## config.mk

```make
export PLATFORM = sky130hd
export DESIGN_NAME = row_clear_engine
export DESIGN_NICKNAME = d
export VERILOG_FILES = /design/src/rtl/row_clear_engine.sv
export SDC_FILE = /design/constraint.sdc
export NUM_CORES = 1
export LEC_CHECK = 0
export ABC_AREA = 1
export CORE_MARGIN = 10
export CORE_UTILIZATION = 40
export CTS_CLUSTER_SIZE = 8
export DETAILED_ROUTE_END_ITERATION = 12
export PLACE_DENSITY = 0.7
export SYNTH_ARGS = -nofsm -noshare
export SYNTH_HDL_FRONTEND = slang
export SYNTH_SLANG_ARGS = --single-unit
```

## constraint.sdc

```tcl
create_clock -name clk -period 41.9 [get_ports clk]
set_input_delay 8.38 -clock clk [delete_from_list [all_inputs] [get_ports clk]]
set_output_delay 8.38 -clock clk [all_outputs]
set_load 0.005 [all_outputs]
```

## src/rtl/row_clear_engine.sv

```systemverilog
// row_clear_engine: sequential line-clear pass run after a piece locks.
// Scans the stacked board bottom-to-top, removes every full row, shifts the
// rows above it down by one, and reports the compacted board, the number of
// rows removed and whether the spawn row is still occupied.
//
// Handshake: start is a one-cycle request taken only while idle (busy=0);
// busy stays high from the cycle after acceptance up to and including the
// single-cycle done pulse, and board_out/lines_cleared/game_over are valid
// from the done cycle and held until the next done.
module row_clear_engine #(
    parameter int BOARD_W = 10,
    parameter int BOARD_H = 20,
    parameter int CNT_W   = $clog2(BOARD_H + 1)
) (
    input  logic                       clk,
    input  logic                       rst,
    input  logic                       start,
    input  logic [BOARD_W*BOARD_H-1:0] board_in,
    output logic                       busy,
    output logic                       done,
    output logic [BOARD_W*BOARD_H-1:0] board_out,
    output logic [CNT_W-1:0]           lines_cleared,
    output logic                       game_over
);

    localparam int N     = BOARD_W * BOARD_H;
    localparam int PTR_W = $clog2(BOARD_H);

    localparam logic [1:0] S_IDLE  = 2'd0;
    localparam logic [1:0] S_SCAN  = 2'd1;
    localparam logic [1:0] S_SHIFT = 2'd2;
    localparam logic [1:0] S_DONE  = 2'd3;

    logic [1:0]         r_state;
    logic [N-1:0]       r_work;
    logic [PTR_W-1:0]   r_ptr;
    logic [CNT_W-1:0]   r_count;
    logic               r_done;
    logic [N-1:0]       r_board_out;
    logic [CNT_W-1:0]   r_lines;
    logic               r_game_over;

    logic [BOARD_W-1:0] w_row_sel;
    logic               w_row_full;
    logic [N-1:0]       w_shifted;

    // Select the work row addressed by the scan pointer.
    always_comb begin
        w_row_sel = '0;
        for (int r = 0; r < BOARD_H; r++) begin
            if (r_ptr == PTR_W'(r)) begin
                w_row_sel = r_work[r*BOARD_W +: BOARD_W];
            end
        end
    end

    assign w_row_full = &w_row_sel;

    // Drop every row at or above the pointer by one; the top row fills with zeros.
    always_comb begin
        w_shifted = r_work;
        w_shifted[BOARD_W-1:0] = '0;
        for (int r = 1; r < BOARD_H; r++) begin
            if (PTR_W'(r) <= r_ptr) begin
                w_shifted[r*BOARD_W +: BOARD_W] = r_work[(r-1)*BOARD_W +: BOARD_W];
            end
        end
    end

    // Main FSM: capture, scan/shift loop, and output latch on entry to DONE.
    always_ff @(posedge clk or posedge rst) begin
        if (rst) begin
            r_state     <= S_IDLE;
            r_work      <= '0;
            r_ptr       <= '0;
            r_count     <= '0;
            r_done      <= 1'b0;
            r_board_out <= '0;
            r_lines     <= '0;
            r_game_over <= 1'b0;
        end else begin
            r_done <= 1'b0;
            case (r_state)
                S_IDLE: begin
                    if (start) begin
                        r_work  <= board_in;
                        r_ptr   <= PTR_W'(BOARD_H - 1);
                        r_count <= '0;
                        r_state <= S_SCAN;
                    end
                end
                S_SCAN: begin
                    if (w_row_full) begin
                        r_state <= S_SHIFT;
                    end else if (r_ptr == '0) begin
                        // Outputs are latched here so they are valid in the done cycle.
                        r_state     <= S_DONE;
                        r_done      <= 1'b1;
                        r_board_out <= r_work;
                        r_lines     <= r_count;
                        r_game_over <= |r_work[BOARD_W-1:0];
                    end else begin
                        r_ptr <= r_ptr - 1'b1;
                    end
                end
                S_SHIFT: begin
                    // Pointer is left alone so the row just moved in is re-tested.
                    r_work  <= w_shifted;
                    r_count <= r_count + 1'b1;
                    r_state <= S_SCAN;
                end
                default: begin
                    r_state <= S_IDLE;
                end
            endcase
        end
    end

    assign busy          = (r_state != S_IDLE);
    assign done          = r_done;
    assign board_out     = r_board_out;
    assign lines_cleared = r_lines;
    assign game_over     = r_game_over;

endmodule

```

==> results of run 1 <==
-- flip-flops by register name (all words and copies together), names as in the netlist --
name / flops
board_out: 200
r_work: 200
lines_cleared: 5
r_count: 5
r_ptr: 5
r_state: 2
done: 1
game_over: 1
-- power groups by stage --
stage	Sequential, mW	Combinational (mW)	Clock [mW]
after floorplan	0.676	0.389	0
after global placement	0.687	0.750	0
after detailed placement	0.693	0.763	0
after CTS	0.690	0.769	0.425
after global routing	0.711	0.847	0.439
final	0.691	0.766	0.415
-- path summary, 6_finish.rpt --
path,endpoint,slack (ns),cells after the start,from
min reg2reg,board_out[13]$_DFFE_PP0P_,0.48,2,board_out[13]$_DFFE_PP0P_
min in group asynchronous,board_out[56]$_DFFE_PP0P_,8.38,2,rst
max reg2reg,board_out[104]$_DFFE_PP0P_,35.60,31,r_ptr[0]$_DFFE_PP0P_
max in group asynchronous,r_work[148]$_DFFE_PP0P_,31.05,4,rst
min,board_out[13]$_DFFE_PP0P_,0.48,2,board_out[13]$_DFFE_PP0P_
max,r_work[165]$_DFFE_PP0P_,29.82,10,start
-- worst reg2reg max path: cells and delay by family, from the launching register on --
kind | cells | cell delay [ns]
buffers and inverters | 3 | 1.60
and+or+nand+nor | 25 | 3.56
adders and majority gates | 1 | 0.23
DFF | 1 | 0.55
AOI/OAI and AO/OA | 2 | 0.28
-- through the flow --
stage | std cells | total power, mW | setup WS [ns] | util [%]
6_report | 3393 | 1.87 | 29.82 | 52.4
5_1_grt | 3391 | 2.00 | 29.35 | 52.4
4_1_cts | 3383 | 1.88 | 29.89 | 52.3
3_5_place_dp | 3319 | 1.46 | 29.26 | 49.2
3_3_place_gp | 3319 | 1.44 | 29.47 | 49.2
2_1_floorplan | 2375 | 1.07 | 21.86 | -
-- cell type report --
cell class | count | area (um2) | share of cell area, %
antenna | 10 | 25.0 | 0.0976
inverter | 318 | 1200 | 4.69
timing repair buffer | 431 | 4270 | 16.7
clock inverter | 1 | 8.76 | 0.0342
clock buffer | 63 | 1500 | 5.85
tap | 664 | 831 | 3.24
sequential | 419 | 10500 | 40.9
multi-input combinational | 1487 | 7320 | 28.5
-- cell families after synthesis --
logic type	synth area share, %
adders and majority gates	0.379
and+or+nand+nor	15.2
xor gates and xnor gates	0.0884
AOI/OAI and AO/OA	21.1
buffers and inverters	10.4
DFF	52.9
-- placed cells by master (no fill, tap or decap), drive strengths merged --
master         Yosys  routed
buf               61      21
nand2            634     634
o311ai             1       1
xor2               2       2
nor4               4       4
nor2              28      28
o211ai           193     193
clkbuf            90      63
nand4             14      14
nand3             60      60
o22ai              2       2
o41ai              1       1
ha                 6       6
clkdlybuf4s50      0     410
nand3b             2       2
o21ai            496     496
o21bai             1       1
dfrtp            419     419
o31ai              2       2
clkinv             2       2
a21oi             28      28
o32ai              1       1
a41oi              1       1
inv              316     317
diode              0      10
a31oi              6       6
nor3               5       5
-- routing by layer --
metal / vias to the layer above / routed length (um)
met5: - / 24
met4: 4 / 1790
met3: 114 / 6120
met2: 744 / 32600
met1: 8647 / 29500
li1: 8496 / -
==> results.toml, run 1 <==
[setup_path]
start_kind = "input pin"
cp_cell_sequence = "clkdlybuf4s50_1 > inv_1 > nor2_1 > clkinv_1 > nand2_1 > inv_1 > nor3_2 > o21bai_1 > o211ai_1 > o21ai_0"
cp_slowest_stage_delay_ns = 0.78
critical_path.top_delay_family = "simple AND/OR/NAND/NOR gates"
worst-path-buf-inv = 4
cp.required_ns = 42.39
cp_slowest_cell = "nor3_2"
crit_path_end_kind = "flop"
crit_fanout = 21
arrival_ns = 12.57
crit_type = "in -> reg"
crit_path_frequent_cell = "inv_1"

[floorplan]
die_height_um = 243
die_area_um2 = 58900
initial_core_util_pct = 40.5
rows = 81
die_w_um = 243
core_um2 = 49000
ios = 411

[clock_tree]
cts_root_buf = "clkbuf_16"
cts_inserted_buffers = 58
clk_latency_ns = 0.60
cts_setup_buffers = 0
cts_hold_buf = 0
post_cts_resized = 0
clockBufferDepth = 3
cts_num_sinks = 419
cts_tree = "built"
htree_levels = 2
cts.reportedPaths.clkPinSlew_ns = 0.05

[final_layout]
final_area_um2 = 25600
fillers = 4483
syn_to_final_growth_pct = 29.3
drive_above_1_share_pct = 4.01
fin_nets = 2924

[yosys]
avgSynthCellArea_um2 = 8.35
netlist_instances = 2375
ys_types = 39
yosysSeqAreaShare_pct = 52.9
synth_edf_count = 0
synth_area_leaders = "dfrtp_1 (53%), nand2_1 (12%), o211ai_1 (7.3%)"
synth_warnings = 0
postSynth.asyncResetShare_pct = 100
synthTopCellsByCount = "nand2_1 (630), dfrtp_1 (419), inv_1 (311)"
yosysTopAreaCell = "dfrtp_1"
syn_area_um2 = 19800
ys.flop_type = "dfrtp_1"
synth_most_common_cell = "nand2_1"
synth_fp_nets = 2584
ys_ff_latch = 419
yosysTopAreaCellShare_pct = 52.9

[power]
clkPwrFrac_pct = 22.2
peakVddDrop_uv = 30.9
swShare_pct = 38.8
p_leak_nw = 11.0
p_per_area_nw_per_um2 = 73.0
seq_power_share_pct = 36.9
switching_power_mw = 0.726
pwr-share-comb_pct = 40.9
p_int_mw = 1.15

[timing]
drv_slew = 0
finalClockSkew_ns = 0.0197
hold_ws_ns = 0.483
slew_headroom_pct = 15.4
setup_viol = 0
period_share_pct = 28.8
hold_viol_final = 0
timing.final.crit_period_ns = 12.08
rsz0062_at_grt = "no"
tns_ns = 0
worstMarginPinSlew_ns = 1.27
fmax_ghz = 0.0828

[routing]
vias = 18000
first_pass_iters = 5
ant_nets = 0
drc_errors = 0
first_iter_violations = 1883
routed_wirelength_mm = 70.0
wire_per_inst_um = 20.6
post_drt_via_cell_ratio = 5.31

[placement]
hpwl_mm = 51.4
dpl-instance-area_um2 = 24100
routabilityCongestion = 0.935
portBuffers = 410

[global_route]
grt_pass1_wl_mm = 106
grtUsageMet2_pct = 36.1
grt_max_degree = 263
grt_usage_pct = 23.0
grt.met1_usage_pct = 30.0
grt_util_met3_pct = 6.55
top_usage_layer = "met2"
antenna_found_initial = 12
grt_pass1_vias = 17500
gr-total-overflow = 0

[run_status]
run_status = "finished clean"

[hold_path]
hp-class = "reg -> reg"

[run]
cap_viol_max_count = 0
Note: power is estimated with default switching activity, not from simulation.
==> inputs of run 2 (changes only) <==
clock period = 11.55 ns   (was 41.9 ns; I/O delays follow)
==> run 2 against run 1 <==
Worst hold slack better by 0.00071 ns. Setup slack worse by 24 ns. Flip-flop and latch count stayed put. Critical path depth is 1 higher.
==> results.toml, run 2 (synthesis gave the netlist of run 1 again) <==
[clock_tree]
cts_inserted_buffers = 58
cts_root_buf = "clkbuf_16"
cts_hold_buf = 0
cts.reportedPaths.clkPinSlew_ns = 0.05
cts_tree = "built"
htree_levels = 2
post_cts_resized = 0
clockBufferDepth = 3
cts_num_sinks = 419
clk_latency_ns = 0.62
cts_setup_buffers = 0

[hold_path]
hold_path_startpoint = "lines_cleared[0]$_DFFE_PP0P_"
whs_path_depth = 2
hp-class = "reg -> reg"

[power]
p_per_area_nw_per_um2 = 265
peakVddDrop_uv = 114
p_leak_nw = 11.0

[routing]
vias = 18100
routed_wirelength_mm = 70.4
post_drt_via_cell_ratio = 5.34
drc_errors = 0
wire_per_inst_um = 20.8
first_iter_violations = 2087
first_pass_iters = 5
ant_nets = 0

[run]
cap_viol_max_count = 0

[setup_path]
crit_type = "in -> reg"
rr_worst_depth = 31
cp.required_ns = 12.05
start_kind = "input pin"
crit_path_end_kind = "flop"
critical_path.startpoint = "start"
crit_fanout = 21
r2r-start = "r_ptr[0]$_DFFE_PP0P_"
arrival_ns = 6.66

[timing]
period_share_pct = 53.4
finalClockSkew_ns = 0.0326
worstMarginPinSlew_ns = 1.22
rsz0062_at_grt = "no"
timing.final.crit_period_ns = 6.17
setup_viol = 0
tns_ns = 0
hold_viol_final = 0
slew_headroom_pct = 18.3
drv_slew = 0
hold_ws_ns = 0.484
fmax_ghz = 0.162

[run_status]
run_status = "finished clean"

[global_route]
grt_pass1_vias = 17900
grt_max_degree = 265
grt_usage_pct = 23.3
gr-total-overflow = 0
grt_pass1_wl_mm = 108
antenna_found_initial = 12

[floorplan]
ios = 411
die_area_um2 = 58900
rows = 81
initial_core_util_pct = 40.5
die_height_um = 243
die_w_um = 243
core_um2 = 49000

[final_layout]
fillers = 4474
mostFrequentLayoutCell = "nand2_1"
drive_above_1_share_pct = 3.97
fin_nets = 2922
layout_common_cells = "nand2_1 (630), dfrtp_1 (419), clkdlybuf4s50_1 (410), inv_1 (310), o21ai_0 (281)"
syn_to_final_growth_pct = 29.5
fin_cells = 3391

[placement]
hpwl_mm = 51.6
routabilityCongestion = 0.941
place_inst = 3317
portBuffers = 410
run 2: changes by cell type in the layout (fill, tap and decap cells not counted), sizes merged:
cell	delta
diode	-1
clkinvlp	+1
buf	-2
run 2: final timing paths:
kind                                                end  slack (ns)
max                             r_work[165]$_DFFE_PP0P_        5.38
min                        lines_cleared[0]$_DFFE_PP0P_        0.48
max reg2reg                   board_out[62]$_DFFE_PP0P_        5.64
min reg2reg                lines_cleared[0]$_DFFE_PP0P_        0.48
max in group asynchronous     board_out[73]$_DFFE_PP0P_        7.09
min in group asynchronous     board_out[52]$_DFFE_PP0P_        2.28
run 2: area by class of cell:
| cell class | instances | area, um2 | share of cell area [%] |
|---|---|---|---|
| timing repair buffer | 429 | 4300 | 16.7 |
| antenna | 9 | 22.5 | 0.0877 |
| clock inverter | 2 | 28.8 | 0.112 |
| inverter | 318 | 1200 | 4.67 |
| clock buffer | 63 | 1500 | 5.85 |
| multi-input combinational | 1487 | 7320 | 28.5 |
| sequential | 419 | 10500 | 40.8 |
| tap | 664 | 831 | 3.24 |
run 2: critical path, cell delays in order:
cell             delay, ns
clkdlybuf4s50_1       0.46
inv_1                 0.05
nor2_1                0.70
clkinv_1              0.54
nand2_1               0.57
inv_1                 0.08
buf_4                 0.23
nor3_2                0.77
o21bai_1              0.60
o211ai_1              0.18
o21ai_0               0.16
run 2: metrics by stage:
step,area [um2],util [%],power [mW],setup WS (ns)
after floorplan,19800,-,3.87,3.59
after global placement,24100,49.3,5.21,5.08
after detailed placement,24100,49.3,5.29,4.96
after CTS,25700,52.4,6.84,5.56
after global routing,25700,52.5,7.25,4.97
final,25700,52.5,6.81,5.38
run 2: per-layer routing:
| layer | wire [um] | part of all wire (%) | GRT usage (%) |
|---|---|---|---|
| met5 | 44 | 0.063 | 0 |
| met4 | 2180 | 3.1 | 8.93 |
| met2 | 32900 | 47 | 36.9 |
| met1 | 29600 | 42 | 30.7 |
| met3 | 5650 | 8.0 | 5.16 |
run 2: power breakdown:
group | internal (mW) | total (mW) | switching (mW)
Sequential | 2.14 | 2.51 | 0.372
Clock | 0.899 | 1.52 | 0.621
Combinational | 1.13 | 2.78 | 1.65
Total | 4.16 | 6.81 | 2.65
